**config.mk**
```make
export PLATFORM = sky130hd
export DESIGN_NAME = uart_rx_axis
export DESIGN_NICKNAME = d
export VERILOG_FILES = /design/src/rtl/uart_rx_axis.sv
export SDC_FILE = /design/constraint.sdc
export NUM_CORES = 1
export LEC_CHECK = 0
export BUFFER_PORTS_ARGS = -buffer_cell sky130_fd_sc_hd__buf_4
export CAP_MARGIN = 30
export CORE_UTILIZATION = 52
export CTS_CLUSTER_DIAMETER = 60
export CTS_CLUSTER_SIZE = 12
export DETAILED_ROUTE_END_ITERATION = 10
export PLACE_DENSITY = 0.85
export SYNTH_ARGS = -nofsm -noshare
export SYNTH_HDL_FRONTEND = slang
export SYNTH_SLANG_ARGS = --single-unit
```
**constraint.sdc**
```tcl
create_clock -name clk -period 1.8 [get_ports clk]
set_input_delay 0.09 -clock clk [delete_from_list [all_inputs] [get_ports clk]]
set_output_delay 0.09 -clock clk [all_outputs]
set_load 0.005 [all_outputs]
```
**src/rtl/uart_rx_axis.sv**
```systemverilog
// 8N1 UART receiver (LSB first) with rxd synchronizer, start-glitch rejection,
// framing/overrun pulses and a one-entry valid/ready holding register.
module uart_rx_axis #(
    parameter int CLKS_PER_BIT = 868,
    parameter int SYNC_STAGES  = 2
) (
    input  logic       clk,
    input  logic       resetn,
    input  logic       io_uart_rxd,
    output logic [7:0] m_data,
    output logic       m_valid,
    input  logic       m_ready,
    output logic       frame_err,
    output logic       overrun,
    output logic       busy
);
    localparam int                BAUD_W    = $clog2(CLKS_PER_BIT);
    localparam logic [BAUD_W-1:0] BAUD_LAST = BAUD_W'(CLKS_PER_BIT - 1);
    localparam logic [BAUD_W-1:0] BAUD_HALF = BAUD_W'(CLKS_PER_BIT / 2 - 1);

    typedef enum logic [2:0] {
        S_IDLE,
        S_START,
        S_DATA,
        S_STOP,
        S_BREAK
    } state_t;

    state_t             state_q, state_d;
    logic [SYNC_STAGES-1:0] sync_q;
    logic               rxs;
    logic [BAUD_W-1:0]  baud_q;
    logic [2:0]         bit_q;
    logic [7:0]         shift_q;
    logic               half_tick, bit_tick;
    logic               byte_done, stop_bad;

    // Synchronizer resets to all ones so a reset never looks like a start edge.
    // NOTE: every clocked process uses non-blocking assignments so all flops
    // update together from the values present before the edge.
    always_ff @(posedge clk or negedge resetn) begin
        if (!resetn) sync_q <= '1;
        else         sync_q <= {sync_q[SYNC_STAGES-2:0], io_uart_rxd};
    end

    assign rxs       = sync_q[SYNC_STAGES-1];
    assign half_tick = (baud_q == BAUD_HALF);
    assign bit_tick  = (baud_q == BAUD_LAST);

    always_ff @(posedge clk or negedge resetn) begin
        if (!resetn) state_q <= S_IDLE;
        else         state_q <= state_d;
    end

    // NOTE: every combinational output gets a default before the case so no
    // path can leave it unassigned and infer a latch.
    always_comb begin
        state_d = state_q;
        unique case (state_q)
            S_IDLE:  if (!rxs)     state_d = S_START;
            S_START: if (half_tick) state_d = rxs ? S_IDLE : S_DATA;
            S_DATA:  if (bit_tick && bit_q == 3'd7) state_d = S_STOP;
            S_STOP:  if (bit_tick)  state_d = rxs ? S_IDLE : S_BREAK;
            S_BREAK: if (rxs)      state_d = S_IDLE;
            default:               state_d = S_IDLE;
        endcase
    end

    always_comb begin
        busy      = (state_q != S_IDLE);
        byte_done = 1'b0;
        stop_bad  = 1'b0;
        if (state_q == S_STOP && bit_tick) begin
            byte_done = rxs;
            stop_bad  = !rxs;
        end
    end

    always_ff @(posedge clk or negedge resetn) begin
        if (!resetn) begin
            baud_q  <= '0;
            bit_q   <= '0;
            shift_q <= '0;
        end else begin
            unique case (state_q)
                S_START: baud_q <= half_tick ? '0 : baud_q + 1'b1;
                S_DATA: begin
                    if (bit_tick) begin
                        baud_q         <= '0;
                        bit_q          <= bit_q + 1'b1;
                        shift_q[bit_q] <= rxs;
                    end else begin
                        baud_q <= baud_q + 1'b1;
                    end
                end
                S_STOP: baud_q <= bit_tick ? '0 : baud_q + 1'b1;
                default: begin
                    baud_q <= '0;
                    bit_q  <= '0;
                end
            endcase
        end
    end

    // A completing byte may replace the held one only if it leaves this cycle.
    always_ff @(posedge clk or negedge resetn) begin
        if (!resetn) begin
            m_data    <= '0;
            m_valid   <= 1'b0;
            frame_err <= 1'b0;
            overrun   <= 1'b0;
        end else begin
            frame_err <= stop_bad;
            overrun   <= byte_done && m_valid && !m_ready;
            if (byte_done && (!m_valid || m_ready)) begin
                m_data  <= shift_q;
                m_valid <= 1'b1;
            end else if (m_ready) begin
                m_valid <= 1'b0;
            end
        end
    end

endmodule

```
==> flow_summary.json, run 1 <==
{
  "status": "finished with violations",
  "violations": "negative setup slack",
  "dp.final_hpwl_microns": 2610,
  "post-route-util": 0.709,
  "root_buffer": "clkbuf_4",
  "synth_edf_count": 0,
  "cts_tree": "yes",
  "drt-met1-wl_microns": 1540,
  "dp_slack_ps": -66.0,
  "ant_nets": 0,
  "die_y_microns": 60.1,
  "fin_cells": 235,
  "clk-insertion-delay-late_ps": 350,
  "max_stage_delay_ps": 410,
  "dr_total_vias": 1303,
  "syn_to_final_growth_pct": 26.1,
  "synthXorXnorAreaFrac": 0.0399,
  "synthFlopType": "dfrtp_1",
  "crit_type": "reg2reg",
  "synth_cell_types": 36,
  "fin_ws_ps": -54.7,
  "core_area_sq_mm": 0.00313,
  "drive_gt1_frac": 0.382,
  "syn_nets": 160,
  "drt-vias-per-instance": 5.54,
  "dieArea_sq_mm": 0.00362,
  "endpoint_kind": "flip-flop",
  "arrival_ps": 2090,
  "cellLeakagePower_uw": 0.00104,
  "timing.final.crit_period_ps": 1850,
  "grt_max_degree": 38,
  "ys_seq_area_frac": 0.528,
  "synth_fa_ha_area_frac": 0.0285,
  "max_cap_violations": 0,
  "async_flop_share": 1.00,
  "synth_area_sq_mm": 0.00176,
  "antenna_found_initial": 0,
  "synth-compound-area-share": 0.0391,
  "post-place-cells": 224,
  "grt_overflow": 0,
  "synthMuxAreaShare": 0.120,
  "rsz0062_at_grt": "true",
  "worst_pin_slew_ps": 478,
  "fin_tns_setup_ps": -304,
  "top_level_ports": 16,
  "p_per_area_mw_per_mm2": 594,
  "clk_pin_slew_ps": 100,
  "start_kind": "flip-flop",
  "clock_skew_ps": 17.7,
  "setup_viol_count_final": 8,
  "fmax_ghz": 0.539,
  "hp-class": "in2reg",
  "grt_pass1_wl_microns": 5910,
  "nNetsFinal": 199,
  "diodes": 0,
  "top_layer": "met4",
  "ys_ff_latch": 37,
  "clkSinkCount": 37,
  "fin_area_sq_mm": 0.00222,
  "route.met2.wl_microns": 1970,
  "hold_violations": 0,
  "met3_length_microns": 163,
  "htree_levels": 2,
  "grt_usage": 0.232,
  "required_ps": 2040,
  "cts_buffers": 5,
  "cp_slowest_cell": "dfrtp_1",
  "drt-pass1-iter-count": 4,
  "syn_area_per_cell_sq_um": 11.6,
  "portBuffers": 15,
  "syn-instance-count": 152,
  "drt_iter0_drc": 79,
  "report.final.slew_viol_count": 0,
  "dpl-instance-area_sq_mm": 0.00205,
  "drt-total-wl_microns": 3720,
  "drc_errors": 0,
  "rows": 20,
  "routabilityCongestion": 0.853,
  "cp_cell_sequence": "ha_4, and4bb_2, nand3_4, or3b_1, buf_6, mux2_4",
  "die_w_microns": 60.1,
  "synth-simple-area-share": 0.225,
  "slew_headroom": 0.680,
  "ir_worst_vdd_v": 0.000538,
  "yosysWarningCount": 0,
  "wl_per_cell_microns": 15.8,
  "post-route-period-util": 1.03,
  "clk_path_buf_depth": 2,
  "initial_core_util": 0.562,
  "synth_top_family_by_area": "simple AND/OR/NAND/NOR gates",
  "grt_pass1_vias": 1295,
  "critPathMaxFanout": 8
}
==> worst max-delay path: cells and delay by family (launching register included) <==
kind          cells  cell delay, ps
simple gates      3             720
buf+inv           1             160
mux               1             300
fa+ha+maj         1             150
flops             1             410
==> kinds of logic after synthesis <==
| kind of cell | after synthesis |
|---|---|
| AND/OR/NAND/NOR | 72 |
| flip-flops | 37 |
| multiplexers | 16 |
| AO/OA/AOI/OAI | 8 |
| XOR/XNOR | 8 |
| buffers and inverters | 7 |
| adder cells (fa/ha/maj) | 4 |
==> flip-flops by register name, indices dropped and copies added (netlist names) <==
signal     flops
bit_q          3
baud_q        10
m_data         8
frame_err      1
sync_q         2
m_valid        1
overrun        1
state_q        3
shift_q        8
==> through the flow <==
step	hold WS [ps]	total power, uW
6_report	56.9	1320
5_1_grt	50.8	1360
4_1_cts	41.6	1330
3_5_place_dp	67.9	879
3_3_place_gp	60.1	878
2_1_floorplan	-206	856
==> power breakdown <==
part	switching [uW]	internal, uW	leakage, uW
registers	1.02	835	0.000495
logic	20.9	9.55	0.000515
clock network	267	183	0.0000303
==> final cells by class <==
type,instances,area (sq um)
clock buffer,6,51.3
tap,44,55.1
clock inverter,1,7.51
timing repair buffer,37,294
multi-input combinational,108,873
sequential,37,928
fill,216,911
inverter,2,7.51
==> path summary, 6_finish.rpt <==
check / slack (ps) / startpoint / end / depth (start not counted)
min in group asynchronous: 220 / resetn / m_data[4]$_DFFE_PN0P_ / 2
setup reg to reg: -50 / baud_q[1]$_DFF_PN0_ / m_data[0]$_DFFE_PN0P_ / 6
hold reg to reg: 360 / sync_q[0]$_DFF_PN1_ / sync_q[1]$_DFF_PN1_ / 0
max in group asynchronous: 1220 / resetn / sync_q[1]$_DFF_PN1_ / 2
hold / removal: 60 / m_ready / overrun$_DFF_PN0_ / 3
setup / recovery: -50 / baud_q[1]$_DFF_PN0_ / m_data[0]$_DFFE_PN0P_ / 6
==> repair_timing <==
item                                    4_1_cts  5_1_grt
hold buffers                                  2        0
resized for setup                             6       12
endpoints found under the setup margin       21       27
pin swaps                                     2        5
setup buffers                                 1        0
gates cloned                                  0        1
hold endpoints to repair                     36        0
==> metal layers <==
layer | up-vias | track usage
met1 | 647 | 0.262
met4 | 0 | 0.110
met3 | 7 | 0.0606
met2 | 36 | 0.402
met5 | - | 0
li1 | 613 | -
==> placed cells by master (no fill, tap or decap), drive strengths merged <==
cell type,instances
nor2b,1
and4bb,1
nor4b,1
nor3,6
nor4bb,2
nor2,22
nor3b,1
inv,2
a31o,1
nand2b,3
dfstp,2
a21oi,1
and3,2
and4,1
a2111oi,1
nand4,6
or3b,1
dlygate4sd3,2
ha,4
xor2,4
xnor2,4
a32o,1
o21ai,1
and2,1
buf,35
o211ai,1
clkbuf,6
nand4b,1
clkinvlp,1
mux2,16
a2bb2oi,2
nand3,10
dfrtp,35
nand2,13
==> cells in the mapped netlist, types with 3 or more instances <==
master	number	area (sq um)
clkbuf_1	3	11.3
dfrtp_1	35	876
ha_1	4	50.1
mux2_2	8	90.1
mux2_4	8	120
nand2_1	13	48.8
nand2b_1	3	18.8
nand3_1	9	45.0
nand4_1	6	37.5
nor2_1	22	82.6
nor3_1	6	30.0
xnor2_1	4	35.0
xor2_1	4	35.0
Note: power is estimated with default switching activity, not from simulation.
==> run 2, diff against run 1 <==
--- a/config.mk
+++ b/config.mk
@@ -7,11 +7,13 @@
 export LEC_CHECK = 0
 export BUFFER_PORTS_ARGS = -buffer_cell sky130_fd_sc_hd__buf_4
 export CAP_MARGIN = 30
+export CORE_MARGIN = 2
 export CORE_UTILIZATION = 52
 export CTS_CLUSTER_DIAMETER = 60
 export CTS_CLUSTER_SIZE = 12
 export DETAILED_ROUTE_END_ITERATION = 10
 export PLACE_DENSITY = 0.85
+export RECOVER_POWER = 25
 export SYNTH_ARGS = -nofsm -noshare
 export SYNTH_HDL_FRONTEND = slang
 export SYNTH_SLANG_ARGS = --single-unit
==> run 2 against run 1 <==
Effect of this change: the run still ends with negative setup slack left; cell count increased by 0.85%; combinational power shrank 3%; sequential share of layout area hardly changed; design area is essentially flat; setup slack gained 39 ps; clock power grew 4.9%; sequential power hardly changed; non-clock buffer count fell by 1; core utilization shrank 3.4 points; hold slack got worse by 21 ps; via count is 1.1% lower; sequential cell count did not move; critical path type unchanged.
==> flow_summary.json, run 2 (synthesis gave the netlist of run 1 again) <==
{
  "status": "finished with violations",
  "violations": "negative setup slack",
  "clk_pin_slew_ps": 110,
  "r2r_cells": 5,
  "startpoint": "baud_q[1]$_DFF_PN0_",
  "worst_pin_slew_ps": 877,
  "grt_max_degree": 38,
  "critPathMaxFanout": 8,
  "regMostFlops": "baud_q",
  "largest_register_ffs": 10,
  "critPathCapture": "m_data[0]$_DFFE_PN0P_",
  "dpl-instance-area_sq_mm": 0.00205,
  "setup_viol_count_final": 5,
  "drt_iter0_drc": 66,
  "reg_top3": "baud_q (10), m_data (8), shift_q (8)",
  "p_per_area_mw_per_mm2": 604,
  "diodes": 0,
  "nNetsFinal": 198,
  "wl_per_cell_microns": 15.0,
  "grt_pass1_vias": 1285,
  "cts_tree": "yes",
  "syn_to_final_growth_pct": 26.1,
  "dieArea_sq_mm": 0.00386,
  "clk_path_buf_depth": 2,
  "root_buffer": "clkbuf_4",
  "post-route-period-util": 1.01,
  "max_stage_delay_ps": 480,
  "clk-insertion-delay-late_ps": 370,
  "dr_total_vias": 1289,
  "fmax_ghz": 0.551,
  "post-route-util": 0.675,
  "endpoint_kind": "flip-flop",
  "max_cap_violations": 0,
  "drc_errors": 0,
  "initial_core_util": 0.535,
  "rows": 21,
  "rr_endpoint": "m_data[0]$_DFFE_PN0P_",
  "grt_usage": 0.191,
  "mostFrequentLayoutCell": "dfrtp_1",
  "hold_violations": 0,
  "drt-vias-per-instance": 5.44,
  "arrival_ps": 2080,
  "fin_ws_ps": -15.8,
  "power_uw": 1340,
  "grt_overflow": 0,
  "portBuffers": 15,
  "r2r_slack_ps": -20,
  "top_level_ports": 16,
  "fin_area_sq_mm": 0.00222,
  "ir_worst_vdd_v": 0.000564,
  "slew_headroom": 0.415,
  "start_kind": "flip-flop",
  "htree_levels": 2,
  "core_area_sq_mm": 0.00328,
  "report.final.slew_viol_count": 0,
  "antenna_found_initial": 0,
  "drive_gt1_frac": 0.387,
  "layout_common_cells": "35 x dfrtp_1, 31 x buf_4, 21 x nor2_1",
  "dp.final_hpwl_microns": 2440,
  "ant_nets": 0,
  "required_ps": 2060,
  "clock_skew_ps": 17.2,
  "timing.final.crit_period_ps": 1820,
  "cp_slowest_cell": "or3b_4",
  "fin_tns_setup_ps": -41.4,
  "die_y_microns": 62.1,
  "clkSinkCount": 37,
  "rsz0062_at_grt": "true",
  "die_w_microns": 62.1,
  "r2r_start": "baud_q[1]$_DFF_PN0_",
  "routabilityCongestion": 0.909,
  "drt-pass1-iter-count": 4,
  "hp-class": "in2reg",
  "cts_buffers": 5,
  "cellLeakagePower_uw": 0.00104,
  "cp_cell_sequence": "ha_4, and4bb_2, nand3_4, or3b_4, mux2_4",
  "crit_type": "reg2reg",
  "grt_pass1_wl_microns": 5690,
  "drt-total-wl_microns": 3570
}
[run 2: worst min path at each step]
stage,slack [ps],end,cells past startpoint,startpoint
5_1_grt,60,overrun$_DFF_PN0_,3,m_ready
4_1_cts,30,overrun$_DFF_PN0_,3,m_ready
2_1_floorplan,-210,baud_q[0]$_DFF_PN0_,0,resetn
6_report,40,overrun$_DFF_PN0_,3,m_ready
3_5_place_dp,70,shift_q[2]$_DFFE_PN0P_,1,resetn
3_3_place_gp,60,shift_q[2]$_DFFE_PN0P_,1,resetn
[run 2: repair_timing]
action | in CTS | in global routing
pin swaps | 2 | 6
endpoints found under the hold margin | 38 | 0
hold buffers | 2 | 0
gates resized for setup | 3 | 17
setup endpoints to repair | 10 | 27
gates cloned | 0 | 1
setup buffers | 0 | 1
[run 2: area by class of cell]
class / count / area (sq um)
fillers: 235 / 1070
inverters: 2 / 7.51
flip-flops and latches: 37 / 928
clock inverters: 2 / 13.8
well taps: 46 / 57.6
multi-input cells: 108 / 881
clock buffers: 6 / 51.3
repair buffers: 36 / 277
[run 2: layer usage]
metal	GRT usage	vias to the layer above	wire length, microns
li1	-	613	-
met1	0.214	629	1450
met2	0.326	36	1840
met3	0.0707	11	156
met4	0.0833	0	110
met5	0	-	0
[run 2: report_power, final]
group	total, uW	internal, uW	switching [uW]	leakage, uW
Sequential	836	835	1.04	0.000495
Clock	472	190	282	0.0000382
Combinational	29.5	8.74	20.7	0.000509
Total	1340	1030	304	0.00104
[run 2: critical path: cells and delay by family (launching register included)]
kind,cells,cell delay (ps)
and+or+nand+nor,3,830
DFF,1,410
muxes,1,330
adders and majority gates,1,150
[run 2: through the flow]
stage	instances	setup slack, ps	hold WS, ps
finish	237	-15.8	36.3
global route	237	-70.3	58.5
CTS	236	-46.3	28.0
detailed placement	226	-65.8	69.6
global placement	226	-10.8	59.3
floorplan	152	-117	-206
